[src/rtl/mem_pkg.sv]
// Shared encodings for the memory-stage access controller.
package mem_pkg;
  localparam logic [1:0] SZ_BYTE = 2'b00;
  localparam logic [1:0] SZ_HALF = 2'b01;
  localparam logic [1:0] SZ_WORD = 2'b10;

  typedef enum logic [1:0] {
    ST_IDLE   = 2'd0,
    ST_ACCESS = 2'd1,
    ST_DONE   = 2'd2
  } state_t;

  // Size 2'b11 behaves as a word access everywhere.
  function automatic logic misaligned(input logic [1:0] size, input logic [1:0] off);
    case (size)
      SZ_BYTE: return 1'b0;
      SZ_HALF: return off[0];
      default: return off != 2'b00;
    endcase
  endfunction
endpackage

[src/rtl/mem_access_unit_if.sv]
// EX/MEM request, MEM/WB result and data-memory bus for mem_access_unit.
interface mem_access_unit_if #(
  parameter int ADDR_W = 32,
  parameter int DATA_W = 32
);
  logic              req_valid;
  logic              req_we;
  logic [1:0]        req_size;
  logic              req_unsigned;
  logic [ADDR_W-1:0] alu_addr;
  logic [DATA_W-1:0] store_data;
  logic [4:0]        dest_reg;
  logic              stall;
  logic              wb_valid;
  logic [DATA_W-1:0] wb_data;
  logic [4:0]        wb_reg;
  logic              addr_err;
  logic              mem_req;
  logic              mem_we;
  logic [ADDR_W-1:0] mem_addr;
  logic [3:0]        mem_be;
  logic [DATA_W-1:0] mem_wdata;
  logic [DATA_W-1:0] mem_rdata;
  logic              mem_ack;

  modport slave (
    input  req_valid, req_we, req_size, req_unsigned, alu_addr, store_data, dest_reg,
    input  mem_rdata, mem_ack,
    output stall, wb_valid, wb_data, wb_reg, addr_err,
    output mem_req, mem_we, mem_addr, mem_be, mem_wdata
  );

  modport master (
    output req_valid, req_we, req_size, req_unsigned, alu_addr, store_data, dest_reg,
    output mem_rdata, mem_ack,
    input  stall, wb_valid, wb_data, wb_reg, addr_err,
    input  mem_req, mem_we, mem_addr, mem_be, mem_wdata
  );
endinterface

[src/rtl/mem_lane_align.sv]
// Combinational byte-lane steering: store enables/data and load extract/extend.
module mem_lane_align import mem_pkg::*; (
  input  logic [1:0]  i_st_size,
  input  logic [1:0]  i_st_off,
  input  logic [31:0] i_st_data,
  output logic [3:0]  o_be,
  output logic [31:0] o_wdata,
  input  logic [1:0]  i_ld_size,
  input  logic [1:0]  i_ld_off,
  input  logic        i_ld_unsigned,
  input  logic [31:0] i_ld_rdata,
  output logic [31:0] o_ld_data
);
  logic [7:0]  w_byte;
  logic [15:0] w_half;

  // Half uses off[1] only and word ignores off, so low bits are naturally aligned.
  always_comb begin
    o_be    = 4'b0000;
    o_wdata = '0;
    case (i_st_size)
      SZ_BYTE: begin
        o_be    = 4'b0001 << i_st_off;
        o_wdata = {4{i_st_data[7:0]}};
      end
      SZ_HALF: begin
        o_be    = i_st_off[1] ? 4'b1100 : 4'b0011;
        o_wdata = {2{i_st_data[15:0]}};
      end
      default: begin
        o_be    = 4'b1111;
        o_wdata = i_st_data;
      end
    endcase
  end

  always_comb begin
    w_byte    = i_ld_rdata[{i_ld_off, 3'b000} +: 8];
    w_half    = i_ld_rdata[{i_ld_off[1], 4'b0000} +: 16];
    o_ld_data = i_ld_rdata;
    case (i_ld_size)
      SZ_BYTE: o_ld_data = {{24{~i_ld_unsigned & w_byte[7]}}, w_byte};
      SZ_HALF: o_ld_data = {{16{~i_ld_unsigned & w_half[15]}}, w_half};
      default: o_ld_data = i_ld_rdata;
    endcase
  end
endmodule

[src/rtl/mem_access_unit.sv]
// MEM-stage load/store controller: IDLE -> ACCESS (wait for mem_ack) -> DONE.
// MEM_ALIGN_CHECK_EN: reject misaligned half/word accesses with an addr_err pulse.
module mem_access_unit import mem_pkg::*; #(
  parameter int ADDR_W = 32,
  parameter int DATA_W = 32
) (
  input  logic clk,
  input  logic rst,
  mem_access_unit_if.slave bus
);
  state_t            r_state, w_next;
  logic [ADDR_W-1:0] r_addr;
  logic [3:0]        r_be;
  logic [DATA_W-1:0] r_wdata;
  logic              r_we, r_uns, r_err;
  logic [1:0]        r_size, r_off;
  logic [4:0]        r_dest;
  logic [DATA_W-1:0] r_wb_data;
  logic [4:0]        r_wb_reg;
  logic [3:0]        w_be;
  logic [31:0]       w_wdata, w_ldata;
  logic              w_mis, w_accept, w_fin;

  mem_lane_align u_align (
    .i_st_size     (bus.req_size),
    .i_st_off      (bus.alu_addr[1:0]),
    .i_st_data     (bus.store_data),
    .o_be          (w_be),
    .o_wdata       (w_wdata),
    .i_ld_size     (r_size),
    .i_ld_off      (r_off),
    .i_ld_unsigned (r_uns),
    .i_ld_rdata    (bus.mem_rdata),
    .o_ld_data     (w_ldata)
  );

`ifdef MEM_ALIGN_CHECK_EN
  assign w_mis = misaligned(bus.req_size, bus.alu_addr[1:0]);
`else
  assign w_mis = 1'b0;
`endif

  assign w_accept = (r_state == ST_IDLE) && bus.req_valid;
  assign w_fin    = (r_state == ST_ACCESS) && bus.mem_ack;

  always_comb begin
    w_next = r_state;
    case (r_state)
      ST_IDLE:   if (bus.req_valid) w_next = w_mis ? ST_DONE : ST_ACCESS;
      ST_ACCESS: if (bus.mem_ack) w_next = ST_DONE;
      ST_DONE:   w_next = ST_IDLE;
      default:   w_next = ST_IDLE;
    endcase
  end

  always_ff @(posedge clk or posedge rst) begin
    if (rst) begin
      r_state   <= ST_IDLE;
      r_addr    <= '0;
      r_be      <= '0;
      r_wdata   <= '0;
      r_we      <= 1'b0;
      r_uns     <= 1'b0;
      r_err     <= 1'b0;
      r_size    <= '0;
      r_off     <= '0;
      r_dest    <= '0;
      r_wb_data <= '0;
      r_wb_reg  <= '0;
    end else begin
      r_state <= w_next;
      if (w_accept) begin
        r_addr  <= {bus.alu_addr[ADDR_W-1:2], 2'b00};
        r_be    <= w_be;
        r_wdata <= w_wdata;
        r_we    <= bus.req_we;
        r_uns   <= bus.req_unsigned;
        r_err   <= w_mis;
        r_size  <= bus.req_size;
        r_off   <= bus.alu_addr[1:0];
        r_dest  <= bus.dest_reg;
      end
      // Result registers only move on a completed load; stores leave them intact.
      if (w_fin && !r_we) begin
        r_wb_data <= w_ldata;
        r_wb_reg  <= r_dest;
      end
    end
  end

  // Gated with rst so the pipeline is released the instant reset is applied.
  assign bus.stall     = !rst && (w_accept || (r_state == ST_ACCESS));
  assign bus.mem_req   = (r_state == ST_ACCESS);
  assign bus.mem_we    = r_we;
  assign bus.mem_addr  = r_addr;
  assign bus.mem_be    = r_be;
  assign bus.mem_wdata = r_wdata;
  assign bus.wb_valid  = (r_state == ST_DONE) && !r_we && !r_err;
  assign bus.wb_data   = r_wb_data;
  assign bus.wb_reg    = r_wb_reg;
`ifdef MEM_ALIGN_CHECK_EN
  assign bus.addr_err  = (r_state == ST_DONE) && r_err;
`else
  assign bus.addr_err  = 1'b0;
`endif
endmodule

[src/flat_wrapper.sv]
// flat-port wrapper written by rule: the top's interface ports become plain ports
module mem_access_unit_flat import mem_pkg::*;
#(
  parameter int ADDR_W = 32,
  parameter int DATA_W = 32
)
  (clk, rst, bus_req_valid, bus_req_we, bus_req_size, bus_req_unsigned, bus_alu_addr, bus_store_data, bus_dest_reg, bus_mem_rdata, bus_mem_ack, bus_stall, bus_wb_valid, bus_wb_data, bus_wb_reg, bus_addr_err, bus_mem_req, bus_mem_we, bus_mem_addr, bus_mem_be, bus_mem_wdata);
  mem_access_unit_if #(.ADDR_W(ADDR_W), .DATA_W(DATA_W)) bus_i ();
  input  logic clk;
  input  logic rst;
  input wire logic [$bits(bus_i.req_valid)-1:0] bus_req_valid;
  input wire logic [$bits(bus_i.req_we)-1:0] bus_req_we;
  input wire logic [$bits(bus_i.req_size)-1:0] bus_req_size;
  input wire logic [$bits(bus_i.req_unsigned)-1:0] bus_req_unsigned;
  input wire logic [$bits(bus_i.alu_addr)-1:0] bus_alu_addr;
  input wire logic [$bits(bus_i.store_data)-1:0] bus_store_data;
  input wire logic [$bits(bus_i.dest_reg)-1:0] bus_dest_reg;
  input wire logic [$bits(bus_i.mem_rdata)-1:0] bus_mem_rdata;
  input wire logic [$bits(bus_i.mem_ack)-1:0] bus_mem_ack;
  output wire logic [$bits(bus_i.stall)-1:0] bus_stall;
  output wire logic [$bits(bus_i.wb_valid)-1:0] bus_wb_valid;
  output wire logic [$bits(bus_i.wb_data)-1:0] bus_wb_data;
  output wire logic [$bits(bus_i.wb_reg)-1:0] bus_wb_reg;
  output wire logic [$bits(bus_i.addr_err)-1:0] bus_addr_err;
  output wire logic [$bits(bus_i.mem_req)-1:0] bus_mem_req;
  output wire logic [$bits(bus_i.mem_we)-1:0] bus_mem_we;
  output wire logic [$bits(bus_i.mem_addr)-1:0] bus_mem_addr;
  output wire logic [$bits(bus_i.mem_be)-1:0] bus_mem_be;
  output wire logic [$bits(bus_i.mem_wdata)-1:0] bus_mem_wdata;
  assign bus_i.req_valid = bus_req_valid;
  assign bus_i.req_we = bus_req_we;
  assign bus_i.req_size = bus_req_size;
  assign bus_i.req_unsigned = bus_req_unsigned;
  assign bus_i.alu_addr = bus_alu_addr;
  assign bus_i.store_data = bus_store_data;
  assign bus_i.dest_reg = bus_dest_reg;
  assign bus_i.mem_rdata = bus_mem_rdata;
  assign bus_i.mem_ack = bus_mem_ack;
  assign bus_stall = bus_i.stall;
  assign bus_wb_valid = bus_i.wb_valid;
  assign bus_wb_data = bus_i.wb_data;
  assign bus_wb_reg = bus_i.wb_reg;
  assign bus_addr_err = bus_i.addr_err;
  assign bus_mem_req = bus_i.mem_req;
  assign bus_mem_we = bus_i.mem_we;
  assign bus_mem_addr = bus_i.mem_addr;
  assign bus_mem_be = bus_i.mem_be;
  assign bus_mem_wdata = bus_i.mem_wdata;
  mem_access_unit #(.ADDR_W(ADDR_W), .DATA_W(DATA_W)) u_core (.clk(clk), .rst(rst), .bus(bus_i));
endmodule
[config.mk]
export PLATFORM = sky130hd
export DESIGN_NAME = mem_access_unit_flat
export DESIGN_NICKNAME = d
export VERILOG_FILES = /design/src/rtl/mem_pkg.sv /design/src/rtl/mem_access_unit_if.sv /design/src/rtl/mem_lane_align.sv /design/src/rtl/mem_access_unit.sv /design/src/flat_wrapper.sv
export SDC_FILE = /design/constraint.sdc
export NUM_CORES = 1
export LEC_CHECK = 0
export BUFFER_PORTS_ARGS = -buffer_cell sky130_fd_sc_hd__buf_2
export CAP_MARGIN = 20
export CORE_ASPECT_RATIO = 1.5
export CORE_UTILIZATION = 43
export CTS_CLUSTER_DIAMETER = 40
export DETAILED_ROUTE_END_ITERATION = 12
export GPL_ROUTABILITY_DRIVEN = 0
export PLACE_DENSITY = 0.76
export SLEW_MARGIN = 20
export SYNTH_ARGS = -nofsm -noshare
export SYNTH_HDL_FRONTEND = slang
export SYNTH_SLANG_ARGS = --single-unit
[constraint.sdc]
create_clock -name clk -period 2.91 [get_ports clk]
set_input_delay 0.1455 -clock clk [delete_from_list [all_inputs] [get_ports clk]]
set_output_delay 0.1455 -clock clk [all_outputs]
set_load 0.05 [all_outputs]
==> results of run 1 <==
worst max path at each step:
stage | from | endpoint | depth (start not counted)
2_1_floorplan | u_core.bus.mem_we | bus_wb_valid | 1
3_3_place_gp | u_core.bus.mem_we | u_core.bus.wb_data[4] | 4
3_5_place_dp | u_core.bus.mem_we | u_core.bus.wb_data[2] | 4
4_1_cts | u_core.r_state[1] | bus_stall | 4
5_1_grt | u_core.r_state[1] | bus_stall | 4
6_report | u_core.r_state[1] | bus_stall | 4
power by group through the flow:
stage / Clock, mW / Combinational, mW / Sequential, mW
finish: 2.33 / 4.40 / 2.74
global route: 2.46 / 4.66 / 2.82
CTS: 2.36 / 4.41 / 2.73
detailed placement: 0 / 4.34 / 2.75
global placement: 0 / 4.27 / 2.71
floorplan: 0 / 1.14 / 4.86
critical path, cell delays in order (launching register included):
cell and delay (ps):
sky130_fd_sc_hd__dfrtp_1 440, sky130_fd_sc_hd__nor2_1 240, sky130_fd_sc_hd__nand2_4 400, sky130_fd_sc_hd__a21oi_1 260, sky130_fd_sc_hd__buf_2 290
cell usage after synthesis (2+ instances only):
master / number
sky130_fd_sc_hd__nand2_1: 208
sky130_fd_sc_hd__nand2b_1: 4
sky130_fd_sc_hd__a21oi_1: 18
sky130_fd_sc_hd__a21oi_2: 2
sky130_fd_sc_hd__buf_2: 9
sky130_fd_sc_hd__mux2i_1: 25
sky130_fd_sc_hd__nand3_1: 33
sky130_fd_sc_hd__buf_1: 5
sky130_fd_sc_hd__clkbuf_1: 21
sky130_fd_sc_hd__a32oi_1: 7
sky130_fd_sc_hd__buf_4: 5
sky130_fd_sc_hd__o21ai_0: 37
sky130_fd_sc_hd__mux2_2: 8
sky130_fd_sc_hd__inv_1: 4
sky130_fd_sc_hd__dfrtp_1: 116
sky130_fd_sc_hd__nor3_1: 2
sky130_fd_sc_hd__a221o_1: 7
sky130_fd_sc_hd__nand3b_1: 9
sky130_fd_sc_hd__nor2_1: 24
sky130_fd_sc_hd__and2_1: 2
sky130_fd_sc_hd__a31oi_1: 4
area by class of cell:
type,instances,area [µm²]
Clock buffer,20,467
Tap cell,150,188
Sequential cell,116,2900
Fill cell,893,4030
Clock inverter,12,200
Multi-Input combinational cell,406,2100
Inverter,4,18.8
Timing Repair Buffer,278,1690
layer usage:
| metal | track usage, % | vias up | wire length, µm |
|---|---|---|---|
| met4 | 13.2 | 0 | 503 |
| met1 | 27.1 | 2397 | 5750 |
| li1 | - | 2397 | - |
| met3 | 7.27 | 35 | 906 |
| met5 | 0 | - | 0 |
| met2 | 45.8 | 232 | 8140 |
per-stage QoR:
step,cells,power (mW),util [%],cell area [µm²],hold WS (ps)
floorplan,567,6.00,-,5190,251
global placement,899,6.98,54.7,6340,336
detailed placement,899,7.08,54.7,6340,341
CTS,986,9.50,65.2,7560,0.468
global route,986,9.93,65.2,7560,8.78
finish,986,9.47,65.2,7560,9.88
logic make-up after synthesis:
logic type | share of synthesized area (%)
AND/OR/NAND/NOR | 23.5
flip-flops | 56.1
AO/OA/AOI/OAI | 9.72
buffers and inverters | 3.99
multiplexers | 6.58
other | 0.0725
repair_timing:
action	CTS	global route
hold endpoints to repair	97	0
hold buffers	55	0
resized for setup	0	0
==> flow_summary_export.csv, run 1 <==
group,metric,value,unit
clock_tree,clk-insertion-delay-late,410,ps
sta,worst_slack,736,ps
finish,antenna_cells,0,
detailed_routing,ant_nets,0,
worst_setup_path,path_max_fanout,65,
sta,tightestPinTransition,925,ps
pwr,cellPowerDensity,1250,nW/µm²
worst_setup_path,regToRegStartpoint,"u_core.bus.mem_we",
global_route,grt_pass1_wl,24.4,mm
floorplanning,fp.coreArea,11600,µm²
global_route,initial_antenna_violation_count,0,
synthesis,synth_seq_area_share,56.1,%
job,maxCapViolCount,0,
clock_tree,tritoncts_clock_tree,"built",
synthesis,yosys_register_bits,116,
finish,layout_common_cells,"215 x sky130_fd_sc_hd__buf_2, 207 x sky130_fd_sc_hd__nand2_1, 116 x sky130_fd_sc_hd__dfrtp_1",
finish,design.final.nets,932,
sta,fin_skew,10.1,ps
global_route,global_route.usage.total,25.6,%
synthesis,ys.flop_type,"sky130_fd_sc_hd__dfrtp_1",
floorplanning,floorplan.die_area,12500,µm²
pwr,power_frac_seq,28.9,%
pwr,clock_group_share_of_total_power,24.6,%
synthesis,ys_async_sr_fraction,100,%
worst_setup_path,worst-endpoint-arrival,2030,ps
worst_setup_path,cp-end-kind,"primary output",
place,io_buffers,215,
clock_tree,clk_path_buf_depth,2,
global_route,grt_max_degree,74,
worst_hold_path,hold-path-endpoint,"u_core.bus.wb_data[26]",
floorplanning,std_cell_rows,48,
detailed_routing,drc,0,
clock_tree,cts_setup_buffers,0,
worst_setup_path,worst_r2r_path_depth,4,
sta,period_share,74.7,%
finish,final_common_cell,"sky130_fd_sc_hd__buf_2",
pwr,total_leakage_power,3.96,nW
sta,achievable-frequency,460,MHz
synthesis,synth.lib_cells_used.distinct,36,
clock_tree,clock_slew_at_the_register_clock_pins_of_the_worst_setup_and_hold_paths,50,ps
floorplanning,initial_core_util,44.6,%
detailed_routing,drt_pre_antenna_iters,5,
sta,total_negative_slack,0,ps
sta,final.min_clock_period,2170,ps
sta,setup_viol_count_final,0,
global_route,via_count_of_the_first_global_routing_pass,5071,
synthesis,ys.warnings.count,0,
worst_hold_path,hold_class,"input port to flop",
floorplanning,die_h,136,µm
worst_setup_path,cp.required,2760,ps
clock_tree,number_of_buffers_inserted_during_clock_tree_synthesis,17,
worst_setup_path,timing.critical_path.from_type,"flop",
detailed_routing,violation_count_after_the_first_detailed_route_iteration,254,
place,dp_worst_setup_slack,956,ps
detailed_routing,avgViaCountPerCell,5.13,
clock_tree,cts_sinks,116,
worst_hold_path,min_delay_path_depth,3,
detailed_routing,num_vias,5061,
sta,drv_slew,0,
detailed_routing,post_drt_wl_per_cell,15.5,µm
clock_tree,htreeDepth,4,
synthesis,syn_avg_cell_area,9.16,µm²
place,hpwlAfterDp,10.5,mm
worst_setup_path,r2r_end,"u_core.bus.wb_data[2]",
pwr,power.ir.vdd_worst,0.000824,V
synthesis,post-synth-top-area-cell,"sky130_fd_sc_hd__dfrtp_1",
floorplanning,chipWidth,91.6,µm
synthesis,post_synth_main_area_contributors,"sky130_fd_sc_hd__dfrtp_1 56%, sky130_fd_sc_hd__nand2_1 15%, sky130_fd_sc_hd__mux2i_1 4.8%",
global_route,overflow,0,
sta,slew_headroom,38.3,%
finish,area.growth.synth_to_final,46.1,%
detailed_routing,drt_wl_total,15.3,mm
synthesis,synth_top_area_share,56.1,%
worst_hold_path,min_from,"bus_mem_rdata[26]",
floorplanning,ios,219,
synthesis,synth_edf_count,0,
pwr,power.share.switching,48.2,%
sta,setup_repair_after_global_routing_missed_its_margin,"false",
worst_setup_path,timing.reg2reg.setup_slack,970,ps
finish,drive_above_1_share,32.5,%
pwr,combPwrFrac,46.5,%
pwr,net-switching-power,4.56,mW
clock_tree,cts-root-buf,"sky130_fd_sc_hd__clkbuf_16",
status,outcome,"completed",
sta,timing_hold_violations_final,0,
pwr,internal-power,4.91,mW
synthesis,synth.cell_area,5170,µm²
synthesis,post_synth_inst_count,565,
worst_setup_path,crit_path_class,"flop to primary output",
No activity file was read; power rests on OpenSTA's default activity.
==> run 2: changes to the inputs <==
--- a/config.mk
+++ b/config.mk
@@ -5,14 +5,15 @@
 export SDC_FILE = /design/constraint.sdc
 export NUM_CORES = 1
 export LEC_CHECK = 0
+export ABC_AREA = 1
 export BUFFER_PORTS_ARGS = -buffer_cell sky130_fd_sc_hd__buf_2
 export CAP_MARGIN = 20
 export CORE_ASPECT_RATIO = 1.5
-export CORE_UTILIZATION = 43
+export CORE_UTILIZATION = 49
 export CTS_CLUSTER_DIAMETER = 40
 export DETAILED_ROUTE_END_ITERATION = 12
 export GPL_ROUTABILITY_DRIVEN = 0
-export PLACE_DENSITY = 0.76
+export PLACE_DENSITY = 0.81
 export SLEW_MARGIN = 20
 export SYNTH_ARGS = -nofsm -noshare
 export SYNTH_HDL_FRONTEND = slang
==> constraint.sdc (replaced) <==
create_clock -name clk -period 2.3 [get_ports clk]
set_input_delay 0.115 -clock clk [delete_from_list [all_inputs] [get_ports clk]]
set_output_delay 0.115 -clock clk [all_outputs]
set_load 0.05 [all_outputs]
==> run 2 against run 1 <==
Register-to-register slack worse by 840 ps. Core utilization is 8.8 points higher. Total power is 34% higher. Clock skew is essentially flat. Via count increased by 13%. Sequential share of layout area down 1.5 points. Wire length is 17% higher. Clock power up 16%. Area after synthesis rose by 4.7%. Final cell count increased by 10%. Critical path type is now flop to flop. Largest cell class unchanged.
==> flow_summary_export.csv, run 2 <==
group,metric,value,unit
job,maxCapViolCount,0,
floorplanning,die_h,131,µm
finish,design.final.nets,1042,
worst_setup_path,timing.reg2reg.setup_slack,130,ps
synthesis,post-synth-top-count-cell,"sky130_fd_sc_hd__nand2_1",
sta,total_negative_slack,0,ps
finish,area.growth.synth_to_final,45.3,%
pwr,total_leakage_power,4.18,nW
clock_tree,cts-root-buf,"sky130_fd_sc_hd__clkbuf_16",
synthesis,ys.warnings.count,0,
clock_tree,clk-insertion-delay-late,400,ps
clock_tree,number_of_buffers_inserted_during_clock_tree_synthesis,17,
worst_setup_path,crit_path_top_delay_cell,"sky130_fd_sc_hd__dlygate4sd3_1",
global_route,grt_pass1_wl,27.9,mm
synthesis,synth.top_cells.by_count,"274 x sky130_fd_sc_hd__nand2_1, 116 x sky130_fd_sc_hd__dfrtp_1, 54 x sky130_fd_sc_hd__nor2_1, 52 x sky130_fd_sc_hd__a21oi_1, 39 x sky130_fd_sc_hd__o21ai_0",
floorplanning,std_cell_rows,46,
worst_setup_path,cp-end-kind,"flop",
finish,drive_above_1_share,30.4,%
place,detailed_place.area,6600,µm²
detailed_routing,post_drt_wl_per_cell,16.4,µm
pwr,power.ir.vdd_worst,0.00117,V
worst_setup_path,timing.critical_path.from_type,"flop",
detailed_routing,drt_pre_antenna_iters,5,
clock_tree,htreeDepth,4,
pwr,power_frac_seq,27.9,%
synthesis,mux_share_of_post_synthesis_cell_area,0,%
synthesis,post_synth_xor_area_fraction,0,%
worst_setup_path,ordered_cell_list_for_the_critical_path,"inv_2 -> nand3_2 -> inv_2 -> buf_12 -> nor2_1 -> a31oi_1 -> dlygate4sd3_1",
synthesis,synth.lib_cells_used.distinct,29,
synthesis,ys.flop_type,"sky130_fd_sc_hd__dfrtp_1",
place,dp.cells,991,
floorplanning,fp.coreArea,10600,µm²
synthesis,synth_top_area_share,53.6,%
finish,final_core_util,74.0,%
sta,timing_hold_violations_final,0,
sta,worst_slack,134,ps
status,outcome,"completed",
worst_setup_path,crit_path_class,"flop to flop",
detailed_routing,ant_nets,0,
sta,hold_slack,20.2,ps
finish,layout_common_cells,"274 x sky130_fd_sc_hd__nand2_1, 215 x sky130_fd_sc_hd__buf_2, 116 x sky130_fd_sc_hd__dfrtp_1",
detailed_routing,drc,0,
pwr,clock_group_share_of_total_power,21.3,%
global_route,overflow,0,
synthesis,complex_gate_fraction_of_the_synthesized_area,13.6,%
pwr,power.share.switching,50.5,%
synthesis,post_synth_inst_count,659,
synthesis,post-synth-top-area-cell,"sky130_fd_sc_hd__dfrtp_1",
detailed_routing,avgViaCountPerCell,5.24,
place,dp_worst_setup_slack,594,ps
synthesis,ys_async_sr_fraction,100,%
synthesis,main_combinational_cell_family_by_area_after_synthesis,"simple AND/OR/NAND/NOR gates",
synthesis,post_synth_fa_ha_maj_area_fraction,0,%
floorplanning,chipWidth,87.9,µm
detailed_routing,num_vias,5710,
worst_hold_path,hold_class,"input port to flop",
synthesis,yosys_register_bits,116,
worst_setup_path,timing.critical_path.slowest_cell_delay,590,ps
pwr,combPwrFrac,50.8,%
clock_tree,clock_slew_at_the_register_clock_pins_of_the_worst_setup_and_hold_paths,60,ps
floorplanning,floorplan.die_area,11500,µm²
sta,tightestPinTransition,673,ps
sta,achievable-frequency,462,MHz
global_route,global_route.usage.total,32.1,%
pwr,internal-power,6.30,mW
global_route,via_count_of_the_first_global_routing_pass,5934,
clock_tree,clk_path_buf_depth,2,
worst_setup_path,cp.required,2640,ps
synthesis,synth_edf_count,0,
sta,setup_viol_count_final,0,
sta,fin_skew,9.93,ps
floorplanning,ios,219,
place,hpwlAfterDp,10.9,mm
global_route,grt_max_degree,69,
place,io_buffers,215,
sta,period_share,94.2,%
sta,slew_headroom,55.1,%
detailed_routing,drt_wl_total,17.9,mm
finish,final_common_cell,"sky130_fd_sc_hd__nand2_1",
synthesis,syn_avg_cell_area,8.22,µm²
finish,antenna_cells,0,
pwr,cellPowerDensity,1620,nW/µm²
synthesis,synth_simple_gate_area_share,26.8,%
synthesis,synth.cell_area,5420,µm²
clock_tree,tritoncts_clock_tree,"built",
finish,finish.cell_count_without_fillers,1089,
finish,finalInstanceArea,7880,µm²
detailed_routing,violation_count_after_the_first_detailed_route_iteration,440,
floorplanning,initial_core_util,50.9,%
sta,drv_slew,0,
sta,final.min_clock_period,2170,ps
pwr,net-switching-power,6.43,mW
worst_setup_path,worst-endpoint-arrival,2500,ps
clock_tree,cts_sinks,116,
synthesis,post_synth_main_area_contributors,"sky130_fd_sc_hd__dfrtp_1 54%, sky130_fd_sc_hd__nand2_1 19%, sky130_fd_sc_hd__a21oi_1 4.8%",
synthesis,synth_seq_area_share,53.6,%
pwr,total_power,12.7,mW
global_route,initial_antenna_violation_count,0,
worst_setup_path,critPathMostFrequentCell,"sky130_fd_sc_hd__inv_2",
sta,setup_repair_after_global_routing_missed_its_margin,"false",
worst_setup_path,path_max_fanout,68,
## run 2: logic make-up after synthesis
logic type / after synthesis
and+or+nand+nor: 356
other: 1
buffers and inverters: 68
AOI/OAI and AO/OA: 118
DFF: 116
## run 2: final timing paths
kind                                         start                  endpoint  depth (start not counted)
worst max-delay path             u_core.r_state[0]  u_core.bus.mem_wdata[30]                          7
worst min-delay path            bus_store_data[26]  u_core.bus.mem_wdata[26]                          3
worst max register to register   u_core.r_state[0]  u_core.bus.mem_wdata[30]                          7
worst min register to register    u_core.r_dest[1]      u_core.bus.wb_reg[1]                          2
max in group asynchronous                      rst     u_core.bus.wb_data[4]                          4
min in group asynchronous                      rst   u_core.bus.mem_addr[23]                          3
## run 2: power groups by stage
stage	combinational (mW)	clock [mW]	sequential, mW
after floorplan	2.01	0	6.30
after global placement	6.17	0	3.50
after detailed placement	6.26	0	3.50
after CTS	6.38	2.74	3.51
after global routing	6.87	2.81	3.65
final	6.46	2.71	3.55
## run 2: what timing repair did
item,in CTS,in global routing
gates resized for setup,0,0
endpoints found under the hold margin,87,0
hold buffers,67,0
buffers inserted,0,0
## run 2: final cells by class
| cell class | instances | area (µm²) |
|---|---|---|
| Timing Repair Buffer | 292 | 1860 |
| Clock inverter | 8 | 124 |
| Multi-Input combinational cell | 477 | 2210 |
| Clock buffer | 23 | 488 |
| Sequential cell | 116 | 2900 |
| Tap cell | 144 | 180 |
| Fill cell | 769 | 2770 |
| Inverter | 29 | 118 |
## run 2: per-layer routing
metal	GRT usage, %	share of wire, %
met1	34.7	35
met2	56.6	51
met3	8.86	8.9
met4	16.5	4.5
met5	0	0
## run 2: critical path, delay by kind of cell, from the launching register on
family,cells,cell delay (ps)
buffers and inverters,4,1290
DFF,1,390
AOI/OAI and AO/OA,1,210
and+or+nand+nor,2,180
==> run 3: changes to the inputs <==
--- a/config.mk
+++ b/config.mk
@@ -14,6 +14,8 @@
 export DETAILED_ROUTE_END_ITERATION = 12
 export GPL_ROUTABILITY_DRIVEN = 0
 export PLACE_DENSITY = 0.81
+export SETUP_SLACK_MARGIN = 0.15
+export SKIP_LAST_GASP = 1
 export SLEW_MARGIN = 20
 export SYNTH_ARGS = -nofsm -noshare
 export SYNTH_HDL_FRONTEND = slang
==> run 3 against run 2 <==
Clock power barely moved. Hold slack got worse by 1.3 ps. Sequential share of layout area shrank 0.18 points. Total power rose by 0.64%. Via count up 2.7%. Clock-buffer cell count stayed put. Clock skew is essentially flat. Maximum frequency is 7.6% higher. Register-to-register slack better by 150 ps. Critical endpoint unchanged. Largest cell class unchanged. Highest routed layer unchanged.
==> flow_summary_export.csv, run 3 (synthesis results as in run 2) <==
group,metric,value,unit
worst_setup_path,cp.buffers_inverters,4,
finish,layout_common_cells,"274 x sky130_fd_sc_hd__nand2_1, 215 x sky130_fd_sc_hd__buf_2, 116 x sky130_fd_sc_hd__dfrtp_1",
sta,total_negative_slack,0,ps
place,dp_worst_setup_slack,594,ps
pwr,total_leakage_power,4.20,nW
sta,final.min_clock_period,2010,ps
detailed_routing,avgViaCountPerCell,5.38,
pwr,cellPowerDensity,1620,nW/µm²
sta,fin_skew,10.3,ps
clock_tree,clk-insertion-delay-late,410,ps
finish,antenna_cells,0,
finish,finish.cell_count_without_fillers,1090,
finish,fill_cell_instance_count_of_the_final_layout,765,
worst_setup_path,path_max_fanout,34,
clock_tree,cts_sinks,116,
global_route,grt_pass1_wl,27.9,mm
worst_setup_path,crit_path_top_delay_cell,"sky130_fd_sc_hd__dlygate4sd3_1",
job,maxCapViolCount,0,
floorplanning,fp.coreArea,10600,µm²
worst_setup_path,crit_path_class,"flop to flop",
clock_tree,clk_path_buf_depth,2,
detailed_routing,violation_count_after_the_first_detailed_route_iteration,407,
clock_tree,clock_slew_at_the_register_clock_pins_of_the_worst_setup_and_hold_paths,60,ps
sta,timing_hold_violations_final,0,
worst_setup_path,ordered_cell_list_for_the_critical_path,"inv_2 -> nand3_2 -> inv_4 -> buf_16 -> nor2_1 -> a31oi_1 -> dlygate4sd3_1",
worst_hold_path,min_from,"bus_store_data[15]",
pwr,power.ir.vdd_worst,0.00124,V
place,io_buffers,215,
finish,drive_above_1_share,30.4,%
clock_tree,cts_setup_buffers,0,
worst_setup_path,timing.critical_path.from_type,"flop",
floorplanning,chipWidth,87.9,µm
floorplanning,initial_core_util,50.9,%
floorplanning,die_h,131,µm
clock_tree,cts-root-buf,"sky130_fd_sc_hd__clkbuf_16",
clock_tree,number_of_buffers_inserted_during_clock_tree_synthesis,17,
global_route,initial_antenna_violation_count,0,
worst_setup_path,cp-end-kind,"flop",
global_route,grt_max_degree,69,
floorplanning,ios,219,
worst_setup_path,timing.critical_path.slowest_cell_delay,590,ps
global_route,global_route.usage.total,32.1,%
global_route,overflow,0,
floorplanning,floorplan.die_area,11500,µm²
worst_setup_path,worst-endpoint-arrival,2360,ps
worst_setup_path,cp.required,2640,ps
detailed_routing,num_vias,5865,
sta,drv_slew,0,
sta,slew_headroom,53.9,%
sta,period_share,87.5,%
place,dp.cells,991,
detailed_routing,ant_nets,0,
worst_setup_path,regToRegStartpoint,"u_core.r_state[0]",
sta,setup_repair_after_global_routing_missed_its_margin,"false",
detailed_routing,post_drt_wl_per_cell,17.0,µm
finish,final_common_cell,"sky130_fd_sc_hd__nand2_1",
sta,achievable-frequency,497,MHz
sta,worst_slack,286,ps
clock_tree,tritoncts_clock_tree,"built",
global_route,via_count_of_the_first_global_routing_pass,5934,
status,outcome,"completed",
detailed_routing,drt_wl_total,18.5,mm
detailed_routing,drc,0,
place,hpwlAfterDp,10.9,mm
worst_setup_path,worst_setup_path_startpoint,"u_core.r_state[0]",
worst_setup_path,crit_path_leading_delay_family,"buffers and inverters",
worst_hold_path,hold_class,"input port to flop",
clock_tree,htreeDepth,4,
sta,tightestPinTransition,690,ps
detailed_routing,drt_pre_antenna_iters,5,
finish,design.final.nets,1043,
floorplanning,std_cell_rows,46,
finish,area.growth.synth_to_final,46.1,%
sta,setup_viol_count_final,0,
==> run 3: cell types whose count changed in the layout (fill, tap and decap cells not counted) <==
cell	previous run	this run
sky130_fd_sc_hd__buf_4	7	6
sky130_fd_sc_hd__inv_2	6	5
sky130_fd_sc_hd__buf_12	3	2
sky130_fd_sc_hd__buf_16	0	1
sky130_fd_sc_hd__inv_4	0	1
sky130_fd_sc_hd__clkbuf_16	17	18
sky130_fd_sc_hd__buf_6	0	1
==> run 3: layout make-up <==
type	instances	area (µm²)	share of cell area (%)
tap	144	180	2.28
clock inverter	8	124	1.56
multi-input combinational	477	2210	27.9
sequential	116	2900	36.7
clock buffer	23	488	6.16
inverter	29	120	1.52
timing repair buffer	293	1900	23.9
==> run 3: worst paths after layout <==
path / to / slack [ps] / cells after the start
max: u_core.bus.mem_wdata[30] / 290 / 7
min: u_core.bus.mem_wdata[15] / 20 / 3
max reg2reg: u_core.bus.mem_wdata[30] / 290 / 7
min reg2reg: u_core.bus.wb_reg[3] / 480 / 2
max in group asynchronous: u_core.bus.wb_data[4] / 1340 / 4
min in group asynchronous: u_core.bus.mem_addr[23] / 320 / 3
==> run 3: report_power, final <==
group          internal (mW)  switching [mW]
registers               2.94           0.622
logic                   1.57            4.95
clock network           1.81           0.914
==> run 3: metrics by stage <==
stage          total power [mW]  hold slack (ps)  util [%]  cell area [µm²]
5_1_grt                    13.4             30.2      74.3             7920
6_report                   12.8             18.8      74.3             7920
4_1_cts                    12.6             1.06      74.0             7880
2_1_floorplan              8.31              219         -             5430
3_3_place_gp               9.67              203      61.9             6600
3_5_place_dp               9.76              207      61.9             6600
==> run 3: tightest hold or removal path, cell delays in order <==
cell and delay [ps]:
sky130_fd_sc_hd__buf_2 100, sky130_fd_sc_hd__o21ai_0 70, sky130_fd_sc_hd__a31oi_1 80
==> run 3: per-layer routing <==
metal	part of all wire, %	global-route usage (%)	vias up
li1	-	-	2640
met1	35	34.7	2700
met2	51	56.6	426
met3	9.2	8.86	99
met4	4.8	16.5	0
met5	0	0	-
==> run 3: repair_timing <==
action                     in CTS  in global routing
resized for setup               0                  4
hold buffers                   67                  0
hold endpoints to repair       87                  0
setup endpoints to repair       0                  2
